### src/rtl/call_pkg.sv
// Shared definitions for the function-call responder: function codes, FSM states, width defaults.
package call_pkg;
  localparam int CALL_DATA_W = 8;
  localparam int CALL_TAG_W  = 4;

  localparam logic [1:0] FN_SUM3 = 2'd0;
  localparam logic [1:0] FN_SEL  = 2'd1;
  localparam logic [1:0] FN_MAC  = 2'd2;
  localparam logic [1:0] FN_RSVD = 2'd3;

  typedef enum logic [1:0] {
    ST_IDLE = 2'd0,
    ST_BUSY = 2'd1,
    ST_HOLD = 2'd2
  } state_t;
endpackage

### src/rtl/call_mac_iter.sv
// Shift-add a*b+c, one multiplier bit per step (LSB first); fixed DATA_W steps, no early exit.
// result is the post-step accumulator so the owner can capture it on the done edge.
module call_mac_iter #(
  parameter int  DATA_W = 8,
  localparam int RES_W  = 2*DATA_W+1,
  localparam int CNT_W  = $clog2(DATA_W)
) (
  input  logic              clk,
  input  logic              rst_n,
  input  logic              load,
  input  logic              step,
  input  logic [DATA_W-1:0] a,
  input  logic [DATA_W-1:0] b,
  input  logic [DATA_W-1:0] c,
  output logic [RES_W-1:0]  result,
  output logic              done
);
  logic [RES_W-1:0]  acc;
  logic [RES_W-1:0]  mcand;
  logic [DATA_W-1:0] mplier;
  logic [CNT_W-1:0]  cnt;

  assign result = mplier[0] ? (acc + mcand) : acc;
  assign done   = step & (cnt == CNT_W'(DATA_W-1));

  always_ff @(posedge clk or negedge rst_n) begin
    if (!rst_n) begin
      acc    <= '0;
      mcand  <= '0;
      mplier <= '0;
      cnt    <= '0;
    end else if (load) begin
      acc    <= RES_W'(c);
      mcand  <= RES_W'(a);
      mplier <= b;
      cnt    <= '0;
    end else if (step) begin
      acc    <= result;
      mcand  <= mcand << 1;
      mplier <= mplier >> 1;
      cnt    <= cnt + CNT_W'(1);
    end
  end
endmodule

### src/rtl/call_responder.sv
// Callee side of the call interface: one request at a time, SUM3/SEL/reserved answer in 1 edge, MAC in DATA_W+1.
// Response held until rsp_ready; a retiring response lets a new request in on the same edge.
module call_responder
  import call_pkg::*;
#(
  parameter int  DATA_W = CALL_DATA_W,
  parameter int  TAG_W  = CALL_TAG_W,
  localparam int RES_W  = 2*DATA_W+1
) (
  input  logic              clk,
  input  logic              rst_n,
  input  logic              req_valid,
  output logic              req_ready,
  input  logic [1:0]        req_fn,
  input  logic [TAG_W-1:0]  req_tag,
  input  logic [DATA_W-1:0] req_a,
  input  logic [DATA_W-1:0] req_b,
  input  logic [DATA_W-1:0] req_c,
  output logic              rsp_valid,
  input  logic              rsp_ready,
  output logic [TAG_W-1:0]  rsp_tag,
  output logic [RES_W-1:0]  rsp_data,
  output logic              rsp_err,
  output logic [15:0]       call_cnt
);
  state_t             state;
  logic               req_fire;
  logic               mac_load;
  logic               mac_step;
  logic               mac_done;
  logic [RES_W-1:0]   mac_result;
  logic [RES_W-1:0]   quick_data;
  logic [DATA_W+1:0]  sum3;

  // Combinational rsp_ready -> req_ready keeps back-to-back calls bubble-free.
  assign req_ready = (state == ST_IDLE) | ((state == ST_HOLD) & rsp_ready);
  assign rsp_valid = (state == ST_HOLD);
  assign req_fire  = req_valid & req_ready;
  assign mac_load  = req_fire & (req_fn == FN_MAC);
  assign mac_step  = (state == ST_BUSY);
  assign sum3      = {2'b00, req_a} + {2'b00, req_b} + {2'b00, req_c};

  always_comb begin
    quick_data = '0;
    case (req_fn)
      FN_SUM3: quick_data = RES_W'(sum3);
      FN_SEL:  quick_data = RES_W'((req_a != '0) ? req_b : req_c);
      default: quick_data = '0;
    endcase
  end

  call_mac_iter #(.DATA_W(DATA_W)) u_mac (
    .clk    (clk),
    .rst_n  (rst_n),
    .load   (mac_load),
    .step   (mac_step),
    .a      (req_a),
    .b      (req_b),
    .c      (req_c),
    .result (mac_result),
    .done   (mac_done)
  );

  always_ff @(posedge clk or negedge rst_n) begin
    if (!rst_n) begin
      state    <= ST_IDLE;
      rsp_tag  <= '0;
      rsp_data <= '0;
      rsp_err  <= 1'b0;
      call_cnt <= '0;
    end else begin
      if (rsp_valid && rsp_ready && (call_cnt != 16'hFFFF))
        call_cnt <= call_cnt + 16'd1;
      case (state)
        ST_BUSY: begin
          if (mac_done) begin
            state    <= ST_HOLD;
            rsp_data <= mac_result;
            rsp_err  <= 1'b0;
          end
        end
        default: begin
          // IDLE and HOLD both admit a new call; the held response is replaced without a bubble.
          if (req_fire) begin
            rsp_tag <= req_tag;
            if (req_fn == FN_MAC) begin
              state <= ST_BUSY;
            end else begin
              state    <= ST_HOLD;
              rsp_data <= quick_data;
              rsp_err  <= (req_fn == FN_RSVD);
            end
          end else if (rsp_ready) begin
            state <= ST_IDLE;
          end
        end
      endcase
    end
  end
endmodule

### config.mk
export PLATFORM = sky130hd
export DESIGN_NAME = call_responder
export DESIGN_NICKNAME = d
export VERILOG_FILES = /design/src/rtl/call_pkg.sv /design/src/rtl/call_mac_iter.sv /design/src/rtl/call_responder.sv
export SDC_FILE = /design/constraint.sdc
export NUM_CORES = 1
export LEC_CHECK = 0
export ABC_AREA = 1
export CORE_MARGIN = 1
export CORE_UTILIZATION = 35
export CTS_BUF_LIST = sky130_fd_sc_hd__clkbuf_4 sky130_fd_sc_hd__clkbuf_8
export DETAILED_ROUTE_END_ITERATION = 10
export DONT_BUFFER_PORTS = 1
export PLACE_DENSITY_LB_ADDON = 0.05
export SLEW_MARGIN = 20
export SYNTH_ARGS = -nofsm -noshare
export SYNTH_HDL_FRONTEND = slang
export SYNTH_SLANG_ARGS = --single-unit
### constraint.sdc
create_clock -name clk -period 1.99 [get_ports clk]
set_input_delay 0.2985 -clock clk [delete_from_list [all_inputs] [get_ports clk]]
set_output_delay 0.2985 -clock clk [all_outputs]
set_load 0.01 [all_outputs]
==> reports/qor.txt, run 1 <==
status -> complete, but fails checks
failing checks -> negative hold slack
max-slew violations -> 0
CP max-delay cell -> dfrtp_1
clock network power share -> 17.1%
setup violators final -> 0
drt wl/cell -> 16.1 µm
highest cell delay on the worst timing path -> 0.40 ns
First-pass DRT Iterations -> 5
Worst Path Arrival -> 2.22 ns
Hold Path Class -> input port to async pin
Die Y-Extent -> 129 µm
nature of the critical path endpoint -> register
initial antenna violation count -> 0
met3 wire length -> 829 µm
Worst EP required -> 2.29 ns
Synth Area per Inst -> 7.50 µm²
Fillers -> 1691
Power Density -> 1110 nW/µm²
core area -> 15800 µm²
Mapped Nets -> 826
cts bufs inserted -> 9
Net Switching -> 3.15 mW
DRC -> 0
Detail Route met2 WL -> 7250 µm
placed cell areas -> 6070 µm²
Vias/cell -> 4.92
CP delay by family, top -> simple AND/OR/NAND/NOR gates
CTS Buffer Depth -> 2
Setup crit start kind -> register
# hold bufs at CTS -> 2
Synth cell types -> 42
synthesized flop and latch total -> 85
first-pass GRT wire length -> 26100 µm
Cell Area, Synth -> 5670 µm²
Initial Util -> 35.8%
top sig layer -> met4
worst slew pin tran -> 0.488 ns
Final HPWL DP -> 12100 µm
Vias -> 4915
Fin. Hold Viols -> 85
final RePlAce weighted congestion -> 0.857
CTS tree -> yes
Worst IR Drop VDD -> 374 µV
H-tree depth -> 3
CP max FO -> 3
nets -> 849
ratio of cells with drive above 1 in the final layout -> 12.5%
hold slack -> -0.398 ns
non-filler cells, final -> 1000
DRT met1 WL -> 7830 µm
sequential power share -> 39.1%
Combinational Power Share -> 43.8%
Multi-input gate area -> 3040 µm²
clock latency on the worst-skew pair -> 0.38 ns
gr ovfl total -> 0
Ports -> 74
# rows -> 46
antenna fix cells -> 0
vias in the first global route -> 4800
largest net degree at the start of global routing -> 86
Worst-path clk slew -> 0.10 ns
Final Power -> 7.07 mW
Pleak -> 3.22 nW
max_cap viols -> 0
critical-path cell list -> ha_2 > fa_2 > nand2_1 > nand2_2 > and2_1 > or2_2 > nand3_2 > a21oi_1 > a21oi_1
critical path class -> register to register
Worst path most repeated cell -> a21oi_1
initial drt markers -> 279
Syn Inst Count -> 756
wirelength, routed -> 16100 µm
DIE WIDTH -> 129 µm
fin crit period -> 1.92 ns
clock root cell -> clkbuf_8
Port Buffers -> 0
fin crit share -> 96.4%
TritonCTS sink count -> 85
fmax -> 0.521 GHz
Final ANT Viol Nets -> 0
CP Buf/Inv Count -> 0
Die ar. -> 16700 µm²
Slew HR -> 67.4%
Int Pwr -> 3.92 mW
Switching Share -> 44.5%
sequential area share after synthesis -> 37.5%
Yosys warnings -> 0
area delta synth->final -> 11.9%
FF+latch area -> 2130 µm²
# placed instances -> 981
final instance area -> 6350 µm²
Layout Skew -> 0.0105 ns
gr usage total -> 20.8%
## worst paths after layout
check                                start               to  slack, ns  cells after the start
max in group asynchronous            rst_n     u_mac.acc[1]       2.21                      0
min in group clk                req_tag[3]       rsp_tag[3]       0.03                      2
hold / removal                       rst_n  u_mac.mcand[12]      -0.40                      0
setup / recovery            u_mac.mcand[0]      rsp_data[4]       0.07                      9
hold reg to reg            u_mac.mplier[2]  u_mac.mplier[2]       0.49                      2
setup reg to reg            u_mac.mcand[0]      rsp_data[4]       0.07                      9
## sequential cells by signal, summed over array words and instances (netlist names)
name,count
u_mac.mplier,8
state,2
rsp_data,17
u_mac.cnt,3
rsp_tag,4
rsp_err,1
call_cnt,16
u_mac.mcand,17
u_mac.acc,17
## per-stage QoR
step | setup WS, ns | TNS, ns | utilization [%]
global placement | -0.172 | -0.626 | 38.4
detailed placement | -0.177 | -0.880 | 38.4
finish | 0.0711 | 0 | 40.1
global route | -0.0119 | -0.0335 | 40.1
CTS | 0.0174 | 0 | 39.7
floorplan | -0.0457 | -0.0847 | -
## layer usage
metal / vias up / track usage (%)
met5: - / 0
met4: 0 / 6.57
met3: 10 / 4.71
met2: 101 / 31.8
met1: 2330 / 29.0
li1: 2474 / -
## power groups by stage
stage	clock [mW]	combinational (mW)	sequential [mW]
finish	1.21	3.09	2.76
global route	1.32	3.59	2.82
CTS	1.26	2.98	2.75
detailed placement	0	2.96	2.78
global placement	0	2.92	2.77
floorplan	0	2.27	2.63
## cells by family after synthesis
| logic type | after synthesis | synth area share (%) |
|---|---|---|
| buffers and inverters | 143 | 10.4 |
| DFF | 85 | 37.5 |
| AOI/OAI and AO/OA | 110 | 11.7 |
| xor gates and xnor gates | 16 | 2.47 |
| adders and majority gates | 36 | 9.27 |
| and+or+nand+nor | 366 | 28.6 |
## layout by cell type (no fill, tap or decap), types with 3 or more instances in the layout
cell      netlist  final
nand2_1       218    211
inv_1         119    115
dfrtp_1        85     85
nand3_1        60     57
nor2_1         40     40
a21oi_1        37     36
buf_4           4     26
o21ai_0        23     23
ha_1           26     22
xor2_1         10     10
o21ai_1        10     10
nand2_2         2      9
nand4_1         9      9
a22oi_1         9      9
clkbuf_8        0      9
inv_2           5      8
nor3_1          8      8
o22ai_1         8      8
fa_1           10      8
o221ai_1        7      7
o211ai_1        7      7
nor2_2          6      6
xnor2_1         6      6
or2_2           6      5
nor2_4          4      4
and2_1          4      4
nand3_2         0      3
## synthesized netlist by cell type
library cell	number	share of area, %
buf_4	4	0.53
nor2_4	4	0.79
nand4_1	9	0.99
nand3_1	60	5.3
buf_6	3	0.60
nor3_2	2	0.35
nor3b_1	1	0.13
inv_2	5	0.33
xnor2_1	6	0.93
nor3_4	1	0.29
nand2_2	2	0.22
a22o_1	2	0.31
or2_2	6	0.66
o221ai_1	7	1.1
o21ai_2	1	0.15
fa_1	10	3.5
ha_1	26	5.7
nor3_1	8	0.71
nand2_1	218	14
a21oi_1	37	3.3
clkbuf_1	1	0.066
o211ai_1	7	0.93
nand2_8	1	0.35
xor2_1	10	1.5
o31ai_1	1	0.13
nor2_2	6	0.66
nand2_4	2	0.40
inv_4	1	0.11
a41oi_1	3	0.46
a21boi_0	1	0.13
o21ai_0	23	2.0
buf_2	9	0.79
o22ai_1	8	0.88
inv_1	119	7.9
nor2_1	40	2.6
a22oi_1	9	1.2
and2_1	4	0.44
dfrtp_1	85	38
nand3b_1	2	0.26
buf_1	1	0.066
o21ai_4	1	0.29
o21ai_1	10	0.88
## layout make-up
type	instances	share of cell area, %
Multi-Input combinational cell	528	47.9
Sequential cell	85	33.5
Inverter	125	7.55
Tap cell	216	4.26
Timing Repair Buffer	30	4.02
Clock buffer	10	2.07
Clock inverter	6	0.729
## worst register-to-register path, delay by kind of cell (launching register included)
family / cells / cell delay [ns]
adder cells (fa/ha/maj): 2 / 0.53
flip-flops: 1 / 0.40
AND/OR/NAND/NOR: 5 / 0.67
AO/OA/AOI/OAI: 2 / 0.23
## repair_timing
item	4_1_cts	5_1_grt
cloned	0	0
gates resized for setup	2	14
endpoints found under the hold margin	87	85
pin swaps	1	2
setup endpoints to repair	7	15
setup buffers	0	1
Power figures use the tool's default switching activity.
==> run 2, diff against run 1 <==
--- a/config.mk
+++ b/config.mk
@@ -11,7 +11,6 @@
 export CTS_BUF_LIST = sky130_fd_sc_hd__clkbuf_4 sky130_fd_sc_hd__clkbuf_8
 export DETAILED_ROUTE_END_ITERATION = 10
 export DONT_BUFFER_PORTS = 1
-export PLACE_DENSITY_LB_ADDON = 0.05
 export SLEW_MARGIN = 20
 export SYNTH_ARGS = -nofsm -noshare
 export SYNTH_HDL_FRONTEND = slang
==> run 2 against run 1 <==
  * The flow still finishes with violations (negative hold slack)
  * Sequential power barely moved
  * Maximum frequency fell by 0.48%
  * Hold slack improved by 0.0017 ns
  * Global-route usage fell by 2.1 points
  * Sequential share of layout area rose by 0.080 points
  * Final area fell by 0.24%
  * Power rose by 0.92%
  * Register-to-register slack barely moved
  * Cell count fell by 0.60%
  * Critical endpoint unchanged
==> reports/qor.txt, run 2 (synthesis gave the netlist of run 1 again) <==
status -> complete, but fails checks
failing checks -> negative hold slack
wirelength, routed -> 14700 µm
highest cell delay on the worst timing path -> 0.42 ns
clock latency on the worst-skew pair -> 0.37 ns
Final HPWL DP -> 11300 µm
gr usage total -> 18.6%
Port Buffers -> 0
most common cell after layout, fill and taps aside -> nand2_1
area delta synth->final -> 11.7%
CP max FO -> 3
antenna fix cells -> 0
CTS Buffer Depth -> 2
max-slew violations -> 0
Switching Share -> 43.2%
fin crit share -> 96.9%
initial antenna violation count -> 0
GR peak layer -> met2
Slew HR -> 58.3%
gr ovfl total -> 0
fmax -> 0.519 GHz
setup violators final -> 0
Fin. Hold Viols -> 85
CP max-delay cell -> dfrtp_1
CP Buf/Inv Count -> 0
Hold Path Class -> input port to async pin
largest registers -> rsp_data (17), u_mac.acc (17), u_mac.mcand (17)
final RePlAce weighted congestion -> 0.904
sequential power share -> 38.4%
first-pass GRT wire length -> 23900 µm
hold slack -> -0.396 ns
CTS tree -> yes
met2 GRT Util -> 29.2%
DIE WIDTH -> 129 µm
critical-path cell list -> ha_4 > fa_2 > nand2_2 > nand2_2 > and2_4 > or2_2 > nand3_2 > a21oi_1 > a21oi_1
clock network power share -> 18.3%
DRC -> 0
worst slew pin tran -> 0.625 ns
clock root cell -> clkbuf_8
Die ar. -> 16700 µm²
Net Switching -> 3.08 mW
largest net degree at the start of global routing -> 86
CP delay by family, top -> simple AND/OR/NAND/NOR gates
max_cap viols -> 0
Worst EP required -> 2.29 ns
Int Pwr -> 4.05 mW
Combinational Power Share -> 43.3%
nets -> 843
Final ANT Viol Nets -> 0
cts bufs inserted -> 9
RSZ-0062 raised after global routing -> yes
Worst IR Drop VDD -> 448 µV
vias in the first global route -> 4553
Vias -> 4810
initial drt markers -> 206
core area -> 15800 µm²
met3 usage -> 3.96%
# rows -> 46
commonest non-fill, non-tap cells in the layout -> nand2_1 (209), inv_1 (115), dfrtp_1 (85)
Die Y-Extent -> 129 µm
Worst Path Arrival -> 2.23 ns
nature of the critical path endpoint -> register
final instance area -> 6330 µm²
First-pass DRT Iterations -> 5
drt wl/cell -> 14.8 µm
Ports -> 74
Pleak -> 3.19 nW
fin crit period -> 1.93 ns
placed cell areas -> 6020 µm²
Vias/cell -> 4.84
critical path class -> register to register
Setup crit start kind -> register
Power Density -> 1130 nW/µm²
Initial Util -> 35.8%
M1 GR Usage -> 25.3%
TritonCTS sink count -> 85
Layout Skew -> 0.0117 ns
Worst-path clk slew -> 0.10 ns
ratio of cells with drive above 1 in the final layout -> 13.0%
H-tree depth -> 3
-- run 2: changes by cell type in the layout (fill, tap and decap cells not counted), sizes merged --
cell | previous run | this run
clkinv | 2 | 1
buf | 28 | 24
clkbuf | 10 | 9
inv | 128 | 129
dlygate4sd3 | 2 | 0
bufinv | 0 | 1
-- run 2: cell type report --
| class | count | area [µm²] |
|---|---|---|
| clock inverters | 7 | 80.1 |
| clock buffers | 9 | 124 |
| multi-input cells | 528 | 3060 |
| repair buffers | 24 | 193 |
| inverters | 125 | 479 |
| fillers | 1610 | 9500 |
| well taps | 216 | 270 |
| flip-flops and latches | 85 | 2130 |
-- run 2: metal layers --
| metal | wire length [µm] | part of all wire [%] | vias to the layer above |
|---|---|---|---|
| li1 | - | - | 2468 |
| met1 | 6880 | 47 | 2231 |
| met2 | 6750 | 46 | 87 |
| met3 | 761 | 5.2 | 24 |
| met4 | 326 | 2.2 | 0 |
| met5 | 0 | 0 | - |
-- run 2: final timing paths --
kind                                 from       endpoint  slack [ns]  cells past startpoint
max                        u_mac.mcand[0]    rsp_data[4]        0.06                      9
min                                 rst_n  u_mac.acc[12]       -0.40                      0
max reg2reg                u_mac.mcand[0]    rsp_data[4]        0.06                      9
min reg2reg                  u_mac.cnt[0]   u_mac.cnt[0]        0.48                      1
max in group asynchronous           rst_n    rsp_data[1]        2.24                      0
min in group clk               req_tag[0]     rsp_tag[0]        0.04                      2
-- run 2: worst register-to-register path, delay by kind of cell, from the launching register on --
kind	cells	cell delay, ns
compound gates	2	0.22
fa+ha+maj	2	0.58
flops	1	0.42
simple gates	5	0.64
-- run 2: power groups by stage --
stage	Clock, mW	Sequential (mW)	Combinational (mW)
after floorplan	0	2.63	2.27
after CTS	1.35	2.72	2.93
after global routing	1.41	2.81	3.56
after detailed placement	0	2.75	2.91
after global placement	0	2.75	2.89
final	1.31	2.74	3.09
-- run 2: through the flow --
step                      util [%]  setup TNS [ns]  power, mW  cells  setup slack (ns)
final                         40.0               0       7.13    994            0.0620
after global routing          40.0          -0.162       7.78    994           -0.0387
after CTS                     39.3               0       7.00    991            0.0206
after detailed placement      38.0          -0.571       5.66    975            -0.150
after global placement        38.0          -0.508       5.63    975            -0.160
after floorplan                  -         -0.0847       4.90    756           -0.0457
-- run 2: repair_timing --
action / CTS / global route
gates resized for setup: 1 / 22
setup buffers: 0 / 3
cloned: 0 / 0
endpoints found under the hold margin: 85 / 85
endpoints found under the setup margin: 9 / 13
pin swaps: 0 / 3
==> run 3, diff against run 2 <==
--- a/config.mk
+++ b/config.mk
@@ -7,10 +7,11 @@
 export LEC_CHECK = 0
 export ABC_AREA = 1
 export CORE_MARGIN = 1
-export CORE_UTILIZATION = 35
+export CORE_UTILIZATION = 65
 export CTS_BUF_LIST = sky130_fd_sc_hd__clkbuf_4 sky130_fd_sc_hd__clkbuf_8
 export DETAILED_ROUTE_END_ITERATION = 10
 export DONT_BUFFER_PORTS = 1
+export PLACE_DENSITY = 0.81
 export SLEW_MARGIN = 20
 export SYNTH_ARGS = -nofsm -noshare
 export SYNTH_HDL_FRONTEND = slang
==> run 3 against run 2 <==
  * The flow still finishes with violations (negative hold slack)
  * Clock skew up 0.0025 ns
  * Power up 0.46%
  * Clock power down 8%
  * Global-route usage up 14 points
  * Highest routed layer unchanged
==> reports/qor.txt, run 3 (synthesis gave the netlist of run 1 again) <==
status -> complete, but fails checks
failing checks -> negative hold slack
initial drt markers -> 468
clock root cell -> clkbuf_8
ratio of cells with drive above 1 in the final layout -> 12.9%
Layout Skew -> 0.0142 ns
Die Y-Extent -> 95.4 µm
CTS Buffer Depth -> 2
initial antenna violation count -> 0
nature of the critical path endpoint -> register
CP Buf/Inv Count -> 0
worst r2r dst -> rsp_data[4]
final RePlAce weighted congestion -> 0.984
wirelength, routed -> 14100 µm
core area -> 8340 µm²
Worst IR Drop VDD -> 588 µV
critical-path cell list -> ha_4 > fa_2 > nand2_2 > nand2_4 > and2_4 > or2_4 > nand3_2 > a21oi_2 > a21oi_1
Final HPWL DP -> 10800 µm
nets -> 843
fin crit period -> 1.91 ns
fmax -> 0.525 GHz
critical path class -> register to register
cts bufs inserted -> 9
Worst-path clk slew -> 0.09 ns
worst slew pin tran -> 0.448 ns
fin crit share -> 95.8%
highest cell delay on the worst timing path -> 0.42 ns
largest net degree at the start of global routing -> 86
Initial Util -> 68.0%
TritonCTS sink count -> 85
# rows -> 33
gr ovfl total -> 0
DRC -> 0
area delta synth->final -> 9.07%
path depth of the worst reg2reg path -> 9
antenna fix cells -> 0
Fin. Hold Viols -> 85
hold slack -> -0.396 ns
Vias -> 5024
Pleak -> 3.20 nW
Fillers -> 638
vias in the first global route -> 4652
Port Buffers -> 0
Setup crit start kind -> register
Vias/cell -> 5.69
first-pass GRT wire length -> 22600 µm
R2R setup slack -> 0.08 ns
Ports -> 74
max-slew violations -> 0
CTS tree -> yes
Hold Path Class -> input port to async pin
setup violators final -> 0
clock latency on the worst-skew pair -> 0.38 ns
Worst EP required -> 2.29 ns
Worst Path Arrival -> 2.20 ns
First-pass DRT Iterations -> 5
CP max FO -> 3
DIE WIDTH -> 95.4 µm
CP max-delay cell -> dfrtp_1
drt wl/cell -> 16.0 µm
final worst slack -> 0.0844 ns
CP delay by family, top -> simple AND/OR/NAND/NOR gates
max_cap viols -> 0
Power Density -> 1160 nW/µm²
pre-CTS WS -> -0.163 ns
Final ANT Viol Nets -> 0
gr usage total -> 33.1%
Util after Layout -> 74.2%
H-tree depth -> 3
most common cell after layout, fill and taps aside -> nand2_1
Die ar. -> 9100 µm²
worst r2r src -> u_mac.acc[0]
Slew HR -> 70.1%
largest registers -> rsp_data (17), u_mac.acc (17), u_mac.mcand (17)
commonest non-fill, non-tap cells in the layout -> nand2_1 (209), inv_1 (115), dfrtp_1 (85)
==> run 3: how the worst max path moves through the flow <==
stage / from / endpoint / slack [ns] / depth (start not counted)
floorplan: req_c[1] / rsp_data[9] / -0.05 / 15
global placement: req_c[1] / rsp_data[9] / -0.11 / 15
detailed placement: req_c[1] / rsp_data[9] / -0.16 / 15
CTS: u_mac.mcand[0] / rsp_data[4] / 0.008 / 9
global route: u_mac.acc[0] / rsp_data[16] / -0.01 / 13
finish: u_mac.acc[0] / rsp_data[4] / 0.08 / 9
==> run 3: what timing repair did <==
| action | CTS | global route |
|---|---|---|
| hold endpoints to repair | 85 | 85 |
| setup buffers | 0 | 3 |
| endpoints found under the setup margin | 3 | 18 |
| cloned | 0 | 0 |
| pin swaps | 0 | 7 |
| resized for setup | 1 | 23 |
==> run 3: power breakdown <==
group          internal, mW  total [mW]  switching, mW
combinational          1.25        3.23           1.98
sequential             2.23        2.73          0.494
clock                 0.517        1.21          0.688
total                  4.00        7.16           3.16
==> run 3: worst reg2reg max path: stages (launching register included) <==
cell and delay (ns):
dfrtp_1 0.42, ha_4 0.18, fa_2 0.40, nand2_2 0.09
nand2_4 0.06, and2_4 0.14, or2_4 0.22, nand3_2 0.09
a21oi_2 0.07, a21oi_1 0.15
==> run 3: layout make-up <==
class	count	area (µm²)	area share [%]
Tap cell	105	131	2.12
Sequential cell	85	2130	34.4
Inverter	125	479	7.75
Clock inverter	5	43.8	0.708
Clock buffer	11	145	2.35
Timing Repair Buffer	24	193	3.12
Multi-Input combinational cell	528	3070	49.6
==> run 3: routing by layer <==
layer,up-vias,wire length [µm],GRT usage (%)
li1,2469,-,-
met1,2382,6460,46.9
met2,158,6380,50.1
met3,15,1130,9.97
met4,0,149,7.84
met5,-,0,0
==> run 3: per-stage QoR <==
step	total power [mW]	std cells	area [µm²]	setup TNS [ns]
after floorplan	4.90	756	5690	-0.0847
after global placement	5.57	864	5880	-0.333
after detailed placement	5.69	864	5880	-0.720
after CTS	6.89	880	6070	0
after global routing	7.75	883	6180	-0.0288
final	7.16	883	6180	0
